`src/rtl/fp_vec3_normalize_folded_pkg.sv`:
```
// Shared definitions for the folded Q16.16 vector normaliser.
//   - FX_WIDTH / FX_FRAC : default word width and fractional bits (Q16.16)
//   - ST_*               : FSM state encoding (3-bit, legacy-compatible constants)
//   - SEL_*              : operand select codes for the shared multiplier
//   - fx_sat_max()       : largest positive value of a WIDTH-bit signed word
package fp_vec3_normalize_folded_pkg;

   localparam int FX_WIDTH = 32;
   localparam int FX_FRAC  = 16;

   localparam logic [2:0] ST_IDLE  = 3'd0;
   localparam logic [2:0] ST_DOT   = 3'd1;
   localparam logic [2:0] ST_REQ   = 3'd2;
   localparam logic [2:0] ST_WAIT  = 3'd3;
   localparam logic [2:0] ST_SCALE = 3'd4;
   localparam logic [2:0] ST_DONE  = 3'd5;

   // Operand A select: the component index doubles as the step counter.
   localparam logic [1:0] SEL_X   = 2'd0;
   localparam logic [1:0] SEL_Y   = 2'd1;
   localparam logic [1:0] SEL_Z   = 2'd2;
   localparam logic [1:0] SEL_DOT = 2'd3;

   // Saturation value for the squared length (0x7FFFFFFF at 32 bits),
   // returned one bit wider so it compares directly against the accumulator.
   function automatic logic [FX_WIDTH:0] fx_sat_max();
      logic [FX_WIDTH:0] v;
      v = '0;
      v[FX_WIDTH-2:0] = '1;
      return v;
   endfunction

endpackage

```
`src/rtl/fp_vec3_normalize_folded_mul_shared.sv`:
```
// fp_mul_shared: combinational Q16.16 multiplier with an operand mux.
// Ports:
//   x, y, z, d   operand A candidates (components, squared length)
//   inv          operand B when not squaring (inverse square root)
//   sel          operand A select (SEL_X/Y/Z/DOT)
//   square       1: B = A (squaring), 0: B = inv
//   prod         (A*B) >>> FRAC, low WIDTH bits (truncates toward -inf)
module fp_mul_shared
   import fp_vec3_normalize_folded_pkg::*;
#(
   parameter int WIDTH = FX_WIDTH,
   parameter int FRAC  = FX_FRAC
) (
   input  logic [WIDTH-1:0] x,
   input  logic [WIDTH-1:0] y,
   input  logic [WIDTH-1:0] z,
   input  logic [WIDTH-1:0] d,
   input  logic [WIDTH-1:0] inv,
   input  logic [1:0]       sel,
   input  logic             square,
   output logic [WIDTH-1:0] prod
);

   logic signed [WIDTH-1:0]   op_a;
   logic signed [WIDTH-1:0]   op_b;
   logic signed [2*WIDTH-1:0] full;
   logic                      unused_bits;

   always_comb begin
      op_a = x;
      case (sel)
         SEL_X:   op_a = x;
         SEL_Y:   op_a = y;
         SEL_Z:   op_a = z;
         default: op_a = d;
      endcase
      op_b = square ? op_a : inv;
   end

   assign full = $signed({{WIDTH{op_a[WIDTH-1]}}, op_a}) *
                 $signed({{WIDTH{op_b[WIDTH-1]}}, op_b});

   // Taking bits [FRAC+WIDTH-1:FRAC] is the arithmetic shift right by FRAC
   // followed by keeping the low WIDTH bits.
   assign prod        = full[FRAC+WIDTH-1:FRAC];
   assign unused_bits = ^{full[2*WIDTH-1:FRAC+WIDTH], full[FRAC-1:0]};

endmodule

```
`src/rtl/fp_vec3_normalize_folded.sv`:
```
// fp_vec3_normalize_folded: folded Q16.16 3-vector normaliser.
// Forms x^2+y^2+z^2 on one shared multiplier, requests 1/sqrt from an
// external responder, then scales each component by the result.
// One vector in flight at a time.
// Optional macro FP_NORM_LEN_OUT_EN: adds len_out = dot*inv (vector length)
// and lengthens SCALE to 4 cycles.
// Ports:
//   clk_in, rst_in              clock, synchronous active-high reset
//   x_in/y_in/z_in, valid_in    input vector, accepted on valid_in && ready_out
//   ready_out                   high only in IDLE
//   x_out/y_out/z_out           normalised components, held until next accept
//   valid_out                   one-cycle pulse when outputs update
//   zero_out, sat_out           zero vector / squared length clamped (with valid_out)
//   len_out                     vector length (only with FP_NORM_LEN_OUT_EN)
//   isq_a_out, isq_valid_out    request toward the inverse-sqrt responder
//   isq_ready_in                responder ready
//   isq_res_in, isq_valid_in    responder result
//
// Handshakes: a transfer happens at a rising edge where valid and ready are
// both high. The sender holds valid and its data stable until that edge and
// never waits on ready before raising valid. The result path (isq_valid_in)
// has no back-pressure and is only looked at in WAIT.
module fp_vec3_normalize_folded
   import fp_vec3_normalize_folded_pkg::*;
#(
   parameter int WIDTH = FX_WIDTH,
   parameter int FRAC  = FX_FRAC
) (
   input  logic             clk_in,
   input  logic             rst_in,
   input  logic [WIDTH-1:0] x_in,
   input  logic [WIDTH-1:0] y_in,
   input  logic [WIDTH-1:0] z_in,
   input  logic             valid_in,
   output logic             ready_out,
   output logic [WIDTH-1:0] x_out,
   output logic [WIDTH-1:0] y_out,
   output logic [WIDTH-1:0] z_out,
   output logic             valid_out,
   output logic             zero_out,
   output logic             sat_out,
`ifdef FP_NORM_LEN_OUT_EN
   output logic [WIDTH-1:0] len_out,
`endif
   output logic [WIDTH-1:0] isq_a_out,
   output logic             isq_valid_out,
   input  logic             isq_ready_in,
   input  logic [WIDTH-1:0] isq_res_in,
   input  logic             isq_valid_in
);

`ifdef FP_NORM_LEN_OUT_EN
   localparam logic [1:0] SCALE_LAST = 2'd3;
`else
   localparam logic [1:0] SCALE_LAST = 2'd2;
`endif

   // Generic form of fx_sat_max(), valid for any WIDTH.
   localparam logic [WIDTH:0] SAT_MAX = {2'b00, {(WIDTH-1){1'b1}}};

   logic [2:0]       state;
   logic [1:0]       step;
   logic [WIDTH-1:0] x_r, y_r, z_r;
   logic [WIDTH:0]   acc;
   logic             sat_r;
   logic             zero_r;
   logic [WIDTH-1:0] inv_r;
   logic [WIDTH-1:0] x_s, y_s, z_s;
`ifdef FP_NORM_LEN_OUT_EN
   logic [WIDTH-1:0] l_s;
`endif

   logic [WIDTH-1:0] prod;
   logic [WIDTH:0]   acc_sum;
   logic             acc_over;
   logic [WIDTH:0]   acc_clamped;

   fp_mul_shared #(
      .WIDTH (WIDTH),
      .FRAC  (FRAC)
   ) u_mul (
      .x      (x_r),
      .y      (y_r),
      .z      (z_r),
      .d      (isq_a_out),
      .inv    (inv_r),
      .sel    (step),
      .square (state == ST_DOT),
      .prod   (prod)
   );

   // Squares are non-negative, so the truncated product is added unsigned.
   // The accumulator is clamped every step, so it never exceeds
   // SAT_MAX + (2^WIDTH - 1) and the extra bit cannot overflow.
   always_comb begin
      acc_sum     = acc + {1'b0, prod};
      acc_over    = acc_sum > SAT_MAX;
      acc_clamped = acc_over ? SAT_MAX : acc_sum;
   end

   assign ready_out = (state == ST_IDLE);

   always_ff @(posedge clk_in) begin
      if (rst_in) begin
         state         <= ST_IDLE;
         step          <= '0;
         x_r           <= '0;
         y_r           <= '0;
         z_r           <= '0;
         acc           <= '0;
         sat_r         <= 1'b0;
         zero_r        <= 1'b0;
         inv_r         <= '0;
         x_s           <= '0;
         y_s           <= '0;
         z_s           <= '0;
         x_out         <= '0;
         y_out         <= '0;
         z_out         <= '0;
         valid_out     <= 1'b0;
         zero_out      <= 1'b0;
         sat_out       <= 1'b0;
         isq_a_out     <= '0;
         isq_valid_out <= 1'b0;
`ifdef FP_NORM_LEN_OUT_EN
         l_s           <= '0;
         len_out       <= '0;
`endif
      end else begin
         valid_out <= 1'b0;
         case (state)
            ST_IDLE: begin
               if (valid_in) begin
                  x_r    <= x_in;
                  y_r    <= y_in;
                  z_r    <= z_in;
                  acc    <= '0;
                  sat_r  <= 1'b0;
                  zero_r <= 1'b0;
                  step   <= '0;
                  state  <= ST_DOT;
               end
            end
            ST_DOT: begin
               acc <= acc_clamped;
               if (acc_over) sat_r <= 1'b1;
               if (step == SEL_Z) begin
                  step <= '0;
                  if (acc_clamped == '0) begin
                     // Zero vector: no request, results forced to zero.
                     zero_r <= 1'b1;
                     x_s    <= '0;
                     y_s    <= '0;
                     z_s    <= '0;
`ifdef FP_NORM_LEN_OUT_EN
                     l_s    <= '0;
`endif
                     state  <= ST_DONE;
                  end else begin
                     isq_a_out     <= acc_clamped[WIDTH-1:0];
                     isq_valid_out <= 1'b1;
                     state         <= ST_REQ;
                  end
               end else begin
                  step <= step + 2'd1;
               end
            end
            ST_REQ: begin
               if (isq_ready_in) begin
                  isq_valid_out <= 1'b0;
                  state         <= ST_WAIT;
               end
            end
            ST_WAIT: begin
               if (isq_valid_in) begin
                  inv_r <= isq_res_in;
                  step  <= '0;
                  state <= ST_SCALE;
               end
            end
            ST_SCALE: begin
               case (step)
                  SEL_X: x_s <= prod;
                  SEL_Y: y_s <= prod;
                  SEL_Z: z_s <= prod;
`ifdef FP_NORM_LEN_OUT_EN
                  SEL_DOT: l_s <= prod;
`endif
                  default: ;
               endcase
               if (step == SCALE_LAST) begin
                  step  <= '0;
                  state <= ST_DONE;
               end else begin
                  step <= step + 2'd1;
               end
            end
            ST_DONE: begin
               x_out     <= x_s;
               y_out     <= y_s;
               z_out     <= z_s;
               zero_out  <= zero_r;
               sat_out   <= sat_r;
`ifdef FP_NORM_LEN_OUT_EN
               len_out   <= l_s;
`endif
               valid_out <= 1'b1;
               state     <= ST_IDLE;
            end
            default: state <= ST_IDLE;
         endcase
      end
   end

endmodule

```
`config.mk`:
```
export PLATFORM = sky130hd
export DESIGN_NAME = fp_vec3_normalize_folded
export DESIGN_NICKNAME = d
export VERILOG_FILES = /design/src/rtl/fp_vec3_normalize_folded_pkg.sv /design/src/rtl/fp_vec3_normalize_folded_mul_shared.sv /design/src/rtl/fp_vec3_normalize_folded.sv
export SDC_FILE = /design/constraint.sdc
export NUM_CORES = 2
export LEC_CHECK = 0
export ABC_CLOCK_PERIOD_IN_PS = 23200
export BUFFER_PORTS_ARGS = -buffer_cell sky130_fd_sc_hd__buf_2
export CORE_MARGIN = 8
export CORE_UTILIZATION = 40
export CTS_BUF_LIST = sky130_fd_sc_hd__clkbuf_16
export DETAILED_ROUTE_END_ITERATION = 16
export PLACE_DENSITY_LB_ADDON = 0.12
export SLEW_MARGIN = 20
export SYNTH_ARGS = -nofsm -noshare
export SYNTH_HDL_FRONTEND = slang
export SYNTH_HIERARCHICAL = 1
export SYNTH_SLANG_ARGS = --single-unit
```
`constraint.sdc`:
```
create_clock -name clk_in -period 23.2 [get_ports clk_in]
set_input_delay 3.48 -clock clk_in [delete_from_list [all_inputs] [get_ports clk_in]]
set_output_delay 3.48 -clock clk_in [all_outputs]
set_load 0.005 [all_outputs]
```
Word-level counts from Yosys, hierarchy flattened
Index checks and enable logic that the tools add are counted.
Storage, ports and cells
  register bits: 396
  bits of input ports: 133
  output and inout bits: 133
  word-level logic and storage cells: 97
Operators by class
  add/sub/neg operators: 2
  $mul: 1
  magnitude comparators: 1
  equality and inequality tests: 17
  mux-type cells: 35
  bitwise operators: 1
  reduce and logical (&&, ||, !) cells: 20
Operators with widths (number)
  two-way mux 32 bit: 6
  one-hot mux 32 bit (2 select lines): 3
  one-hot mux 32 bit (3 select lines): 1
  two-way mux 33 bit: 2
  one-hot mux 33 bit (2 select lines): 1
  multiplier 32 x 32 -> 48 bit: 1
  adder 33 x 32 -> 33 bit: 1
  > comparator 33 x 31 -> 1 bit (second input constant): 1
  logical NOT 33 bit: 1
  AND reduction 4 bit: 5
  two-way mux 3 bit: 6
  inequality test 2 bit (second input constant): 8
  one-hot mux 3 bit (5 select lines): 1
  AND reduction 3 bit: 3
  two-way mux 1 bit: 8
  equality test 3 x 2 -> 1 bit (second input constant): 2
  equality test 3 bit (second input constant): 2
  two-way mux 2 bit: 3
  one-hot mux 1 bit (2 select lines): 3
  one-hot mux 2 bit (3 select lines): 1
  AND reduction 2 bit: 3
  nonzero test 2 bit: 3
  AND reduction 5 bit: 1
  inequality test 2 x 1 -> 1 bit (second input constant): 2
  other kinds (9): 9

Logic depth before layout (Yosys ltp)
  depth after elaboration: 11
  mapped depth: 51
  depth with buffers taken out: 41

Hierarchy
The synthesis kept the hierarchy.
By module, submodules not included
  fp_mul_shared: times used 1, cells each 3293, area each 29562.1 um2, sequential area each 0.0 um2
  fp_vec3_normalize_folded: times used 1, cells each 1964, area each 16291.9 um2, sequential area each 7927.6 um2

Worst setup path after synthesis
No wires, ideal clock.
  kind: register -> register
  from: register state[0]
  to: register y_s[11]
  setup time: 0.130 ns
  arrival time: 12.054 ns
  data required time: 23.070 ns
  path slack: 11.017 ns
  cell stages (with the launch flop): 46
  path buffers: 9
  clock period less this slack: 12.183 ns
  cells stage by stage: dfxtp_1 -> nor2b_1 -> nand2b_1 -> clkinv_1 -> buf_2 -> buf_2 -> buf_2 -> buf_1 -> mux2i_1 -> clkbuf_1 -> nor2_1 -> fa_1 -> fa_1 -> fa_1 -> inv_1 -> fa_1 -> inv_1 -> fa_1 -> [... 10 more ...] -> a221oi_1 -> o21a_1 -> xnor2_1 -> ha_1 -> clkbuf_1 -> a21oi_1 -> o221ai_1 -> a2111o_1 -> a311o_1 -> a21oi_1 -> o32ai_2 -> nand2b_1 -> buf_2 -> or4_4 -> buf_6 -> buf_6 -> nand4b_2 -> o41ai_1
On the way
  cells in the longest elaborated chain, start to end: 9
  elaborated cells between the ends (all ways): 15
  classes of those cells: 1 x add/sub; 1 x mul; 1 x order compare; 5 x eq/ne; 4 x mux; 3 x reduce/logical
Ends and longest elaborated chain
  from (decl): RTL line fp_vec3_normalize_folded.sv:61  | logic [2:0] state;
  from (signal assigned): RTL line fp_vec3_normalize_folded.sv:105  | state <= ST_IDLE;
  from (signal assigned): RTL line fp_vec3_normalize_folded.sv:141  | state <= ST_DOT;
  from (signal assigned): RTL line fp_vec3_normalize_folded.sv:158  | state <= ST_DONE;
  equality test 3 x 1 -> 1 bit (*): RTL line fp_vec3_normalize_folded.sv:88  | .square (state == ST_DOT),
  two-way mux 32 bit (*): RTL line fp_vec3_normalize_folded_mul_shared.sv:37  | op_b = square ? op_a : inv;
  multiplier 32 x 32 -> 48 bit (*): RTL line fp_vec3_normalize_folded_mul_shared.sv:40  | assign full = $signed({{WIDTH{op_a[WIDTH-1]}}, op_a}) *
  named net prod[23]: RTL line fp_vec3_normalize_folded.sv:73  | logic [WIDTH-1:0] prod;
  adder 33 x 32 -> 33 bit (*): RTL line fp_vec3_normalize_folded.sv:96  | acc_sum = acc + {1'b0, prod};
  > comparator 33 x 31 -> 1 bit: RTL line fp_vec3_normalize_folded.sv:97  | acc_over = acc_sum > SAT_MAX;
  two-way mux 33 bit (*): RTL line fp_vec3_normalize_folded.sv:98  | acc_clamped = acc_over ? SAT_MAX : acc_sum;
  logical NOT 33 bit (*): RTL line fp_vec3_normalize_folded.sv:149  | if (acc_clamped == '0) begin
  inequality test 2 bit (no line) (*)
  AND reduction 4 bit (no line) (*)
  to (signal assigned): RTL line fp_vec3_normalize_folded.sv:184  | SEL_Y: y_s <= prod;
  to (decl): RTL line fp_vec3_normalize_folded.sv:68  | logic [WIDTH-1:0] x_s, y_s, z_s;
Mark *: on every way through the listed nets, which the timed path passes. The rest lies on a longest branch. The select of a mux whose other input is x is not followed.
A chain may end at the register's enable or synchronous reset.

Worst setup path in the final report
  from: register state[0]
  to: register y_s[23]
Same word-level chain as after synthesis.

==> out/qor.yml <==
status:
  outcome: "completed"
placement:
  numPortBuffers: 265
  gp_congestion: 0.928
  placed_cell_area_um2: 48600
  place_hpwl_mm: 130
worst_hold_path:
  hp-class: "register to register"
  holdPathStages: 2
setup_path:
  cp_num_cells: 39
  cp-start-kind: "register"
  cp_top_family: "adder cells"
  required_ns: 23.66
  endpoint_kind: "register"
  cp_max_fo: 65
  ff2ff_path_depth: 39
  path_buf_inv: 6
  cpMaxStageDelayCell: "mux2i_1"
  arrival_ns: 16.18
  critPathKind: "register to register"
  critPathMostFrequentCell: "fa_1"
  critical_path.max_stage_delay_ns: 1.01
pwr:
  p_leak_nw: 22.4
  power_frac_seq_pct: 19.1
  power.internal_mw: 1.90
  clkPwrFrac_pct: 19.6
  switching_share_pct: 52.0
  ir_worst_vdd_v: 0.0000710
  power_mw: 3.96
  power-per-cell-area_nw_per_um2: 78.9
  p_comb_share_pct: 61.3
  p_sw_mw: 2.06
global_route:
  antenna_found_initial: 6
  grt_pass1_wl_mm: 253
  grt_pass1_vias: 38400
  grt_overflow: 0
  grt_max_degree: 131
  track_usage_pct: 26.5
synthesis:
  synthTopCellsByArea: "fa_1, dfxtp_1, nand2_1, inv_1, ha_1"
  synth_warnings: 6
  postSynth.asyncResetShare_pct: 0
  yosysUniqueCellTypes: 93
  yosysTopAreaCell: "fa_1"
  synth-seq-cells: 396
  synth_edf_count: 0
  mappedNetlistArea_um2: 45900
  yosys-top-cells-count: "nand2_1, fa_1, inv_1, nor2_1, dfxtp_1"
  synth_top_area_share_pct: 36.6
  syn_area_per_cell_um2: 8.72
  yosysMostFrequentCell: "nand2_1"
  synth-main-ff-cell: "dfxtp_1"
  seq_area_frac_synth_pct: 17.3
  netlist_instances: 5257
  synth_nets: 6424
die:
  rows: 124
  io_pins: 266
  core_area_um2: 114000
  die_h_um: 355
  die_w_um: 355
  die_area_um2: 126000
  initial_core_util_pct: 40.2
sta:
  slew_headroom_pct: 19.5
  fmax_mhz: 63.6
  finalClockSkew_ns: 0.0589
  drv_slew: 0
  finalSetupViolCount: 0
  hold_viol: 0
  min_period_ns: 15.71
  finalSetupTns_ns: 0
  worst_pin_slew_ns: 1.20
  grt_setup_unrepaired: "false"
  finalCritPeriodShare_pct: 67.7
clock_network:
  cts_tree: "built"
  clock_latency_ns: 0.67
  cts_sinks: 396
  path_clk_slew_ns: 0.06
  cts_root_buf: "clkbuf_16"
  cts_made_buffers: 49
  postCtsSetupBuffers: 0
  post_cts_resized: 0
  postCtsHoldBufs: 0
  cts.path.max_buffers: 3
  h-tree-depth: 2
final_layout:
  design_area_um2: 50200
  nFillCells: 11500
  area_growth_pct: 9.56
  nets: 6513
  post_route_cells_drive_above_1_share_pct: 10.9
routing:
  vias: 37000
  drt_iter0_drc: 2972
  dr.pass1.iters: 6
  wl_per_cell_um: 24.2
  ant_nets: 0
  viasPerCell: 5.36
  drcViolationCount: 0
  routed_wl_mm: 167
job:
  max-cap-violations: 0
-- cell families (layout without fill, tap and decap cells) --
group,Yosys count,after routing,synth area share (%)
AO/OA/AOI/OAI,728,728,10.1
buffers and inverters,1142,1270,9.59
other,0,1,0
AND/OR/NAND/NOR,1735,1735,15.8
adder cells (fa/ha/maj),1034,1034,42.0
flip-flops,396,396,17.3
multiplexers,132,132,3.49
XOR/XNOR,90,90,1.75
-- routing by layer --
| metal | GRT usage [%] | share of wire, % | vias up |
|---|---|---|---|
| met5 | 0 | 0.0072 | - |
| met4 | 6.00 | 2.4 | 2 |
| met3 | 5.34 | 7.6 | 219 |
| met2 | 42.4 | 46 | 1339 |
| met1 | 37.0 | 44 | 18900 |
| li1 | - | - | 16500 |
-- power groups by stage --
stage	Clock [mW]	Sequential (mW)	Combinational (mW)
detailed placement	0	0.771	2.40
CTS	0.796	0.757	2.43
global placement	0	0.771	2.43
finish	0.776	0.758	2.43
floorplan	0	0.755	1.48
global route	0.823	0.763	2.62
-- metrics by stage --
| step | hold slack [ns] | util [%] | std cells | setup slack [ns] |
|---|---|---|---|---|
| floorplan | 0.432 | - | 5257 | 11.02 |
| global placement | 0.440 | 42.6 | 6807 | 7.56 |
| detailed placement | 0.443 | 42.6 | 6807 | 7.50 |
| CTS | 0.444 | 44.0 | 6897 | 7.42 |
| global route | 0.465 | 44.1 | 6897 | 6.85 |
| finish | 0.449 | 44.1 | 6898 | 7.49 |
-- flip-flops by register name, indices dropped and copies added, names as in the netlist, 2 cells and up --
signal     cells
z_s           32
x_out         32
z_r           32
y_s           32
isq_a_out     32
state          3
z_out         32
inv_r         32
y_out         32
y_r           32
x_r           32
acc           33
x_s           32
step           2
-- worst paths after layout --
check | start | end | slack [ns]
worst min register to register | z_s[20] | z_out[20] | 0.45
worst max-delay path | state[0] | y_s[23] | 7.49
worst max register to register | state[0] | y_s[23] | 7.49
worst min-delay path | z_s[20] | z_out[20] | 0.45
-- worst min-delay path, delay by kind of cell, from the launching register on --
family           cells  cell delay [ns]
AND/OR/NAND/NOR      1             0.06
AO/OA/AOI/OAI        1             0.05
flip-flops           1             0.33
-- area by class of cell --
cell class                 count  area [µm²]  share of cell area (%)
inverter                     821        3080                    6.14
clock inverter                41         369                   0.735
multi-input combinational   3719       33700                    67.0
antenna                        1        2.50                 0.00498
tap                         1512        1890                    3.77
clock buffer                  49        1230                    2.44
timing repair buffer         359        2050                    4.07
sequential                   396        7940                    15.8
-- cells in the final DEF, fill, tap and decap left out, types with 13 or more instances in the layout --
cell type,count
a22o_1,64
mux2i_1,47
a31oi_1,32
mux2_2,49
nand4_1,17
o21ai_0,52
nor2b_1,29
buf_4,93
inv_1,829
xnor2_1,65
o21a_1,31
o41ai_1,30
a21o_1,19
buf_2,264
nor2_1,528
fa_1,839
a21oi_1,336
dfxtp_1,394
nand3_1,22
o21ai_1,26
xor2_1,22
nand2_1,989
mux2i_2,14
and2_1,33
mux4_2,13
ha_1,195
nand4b_2,20
clkbuf_16,49
a211oi_1,41
nor3_1,20
Note: power is estimated with default switching activity, not from simulation.
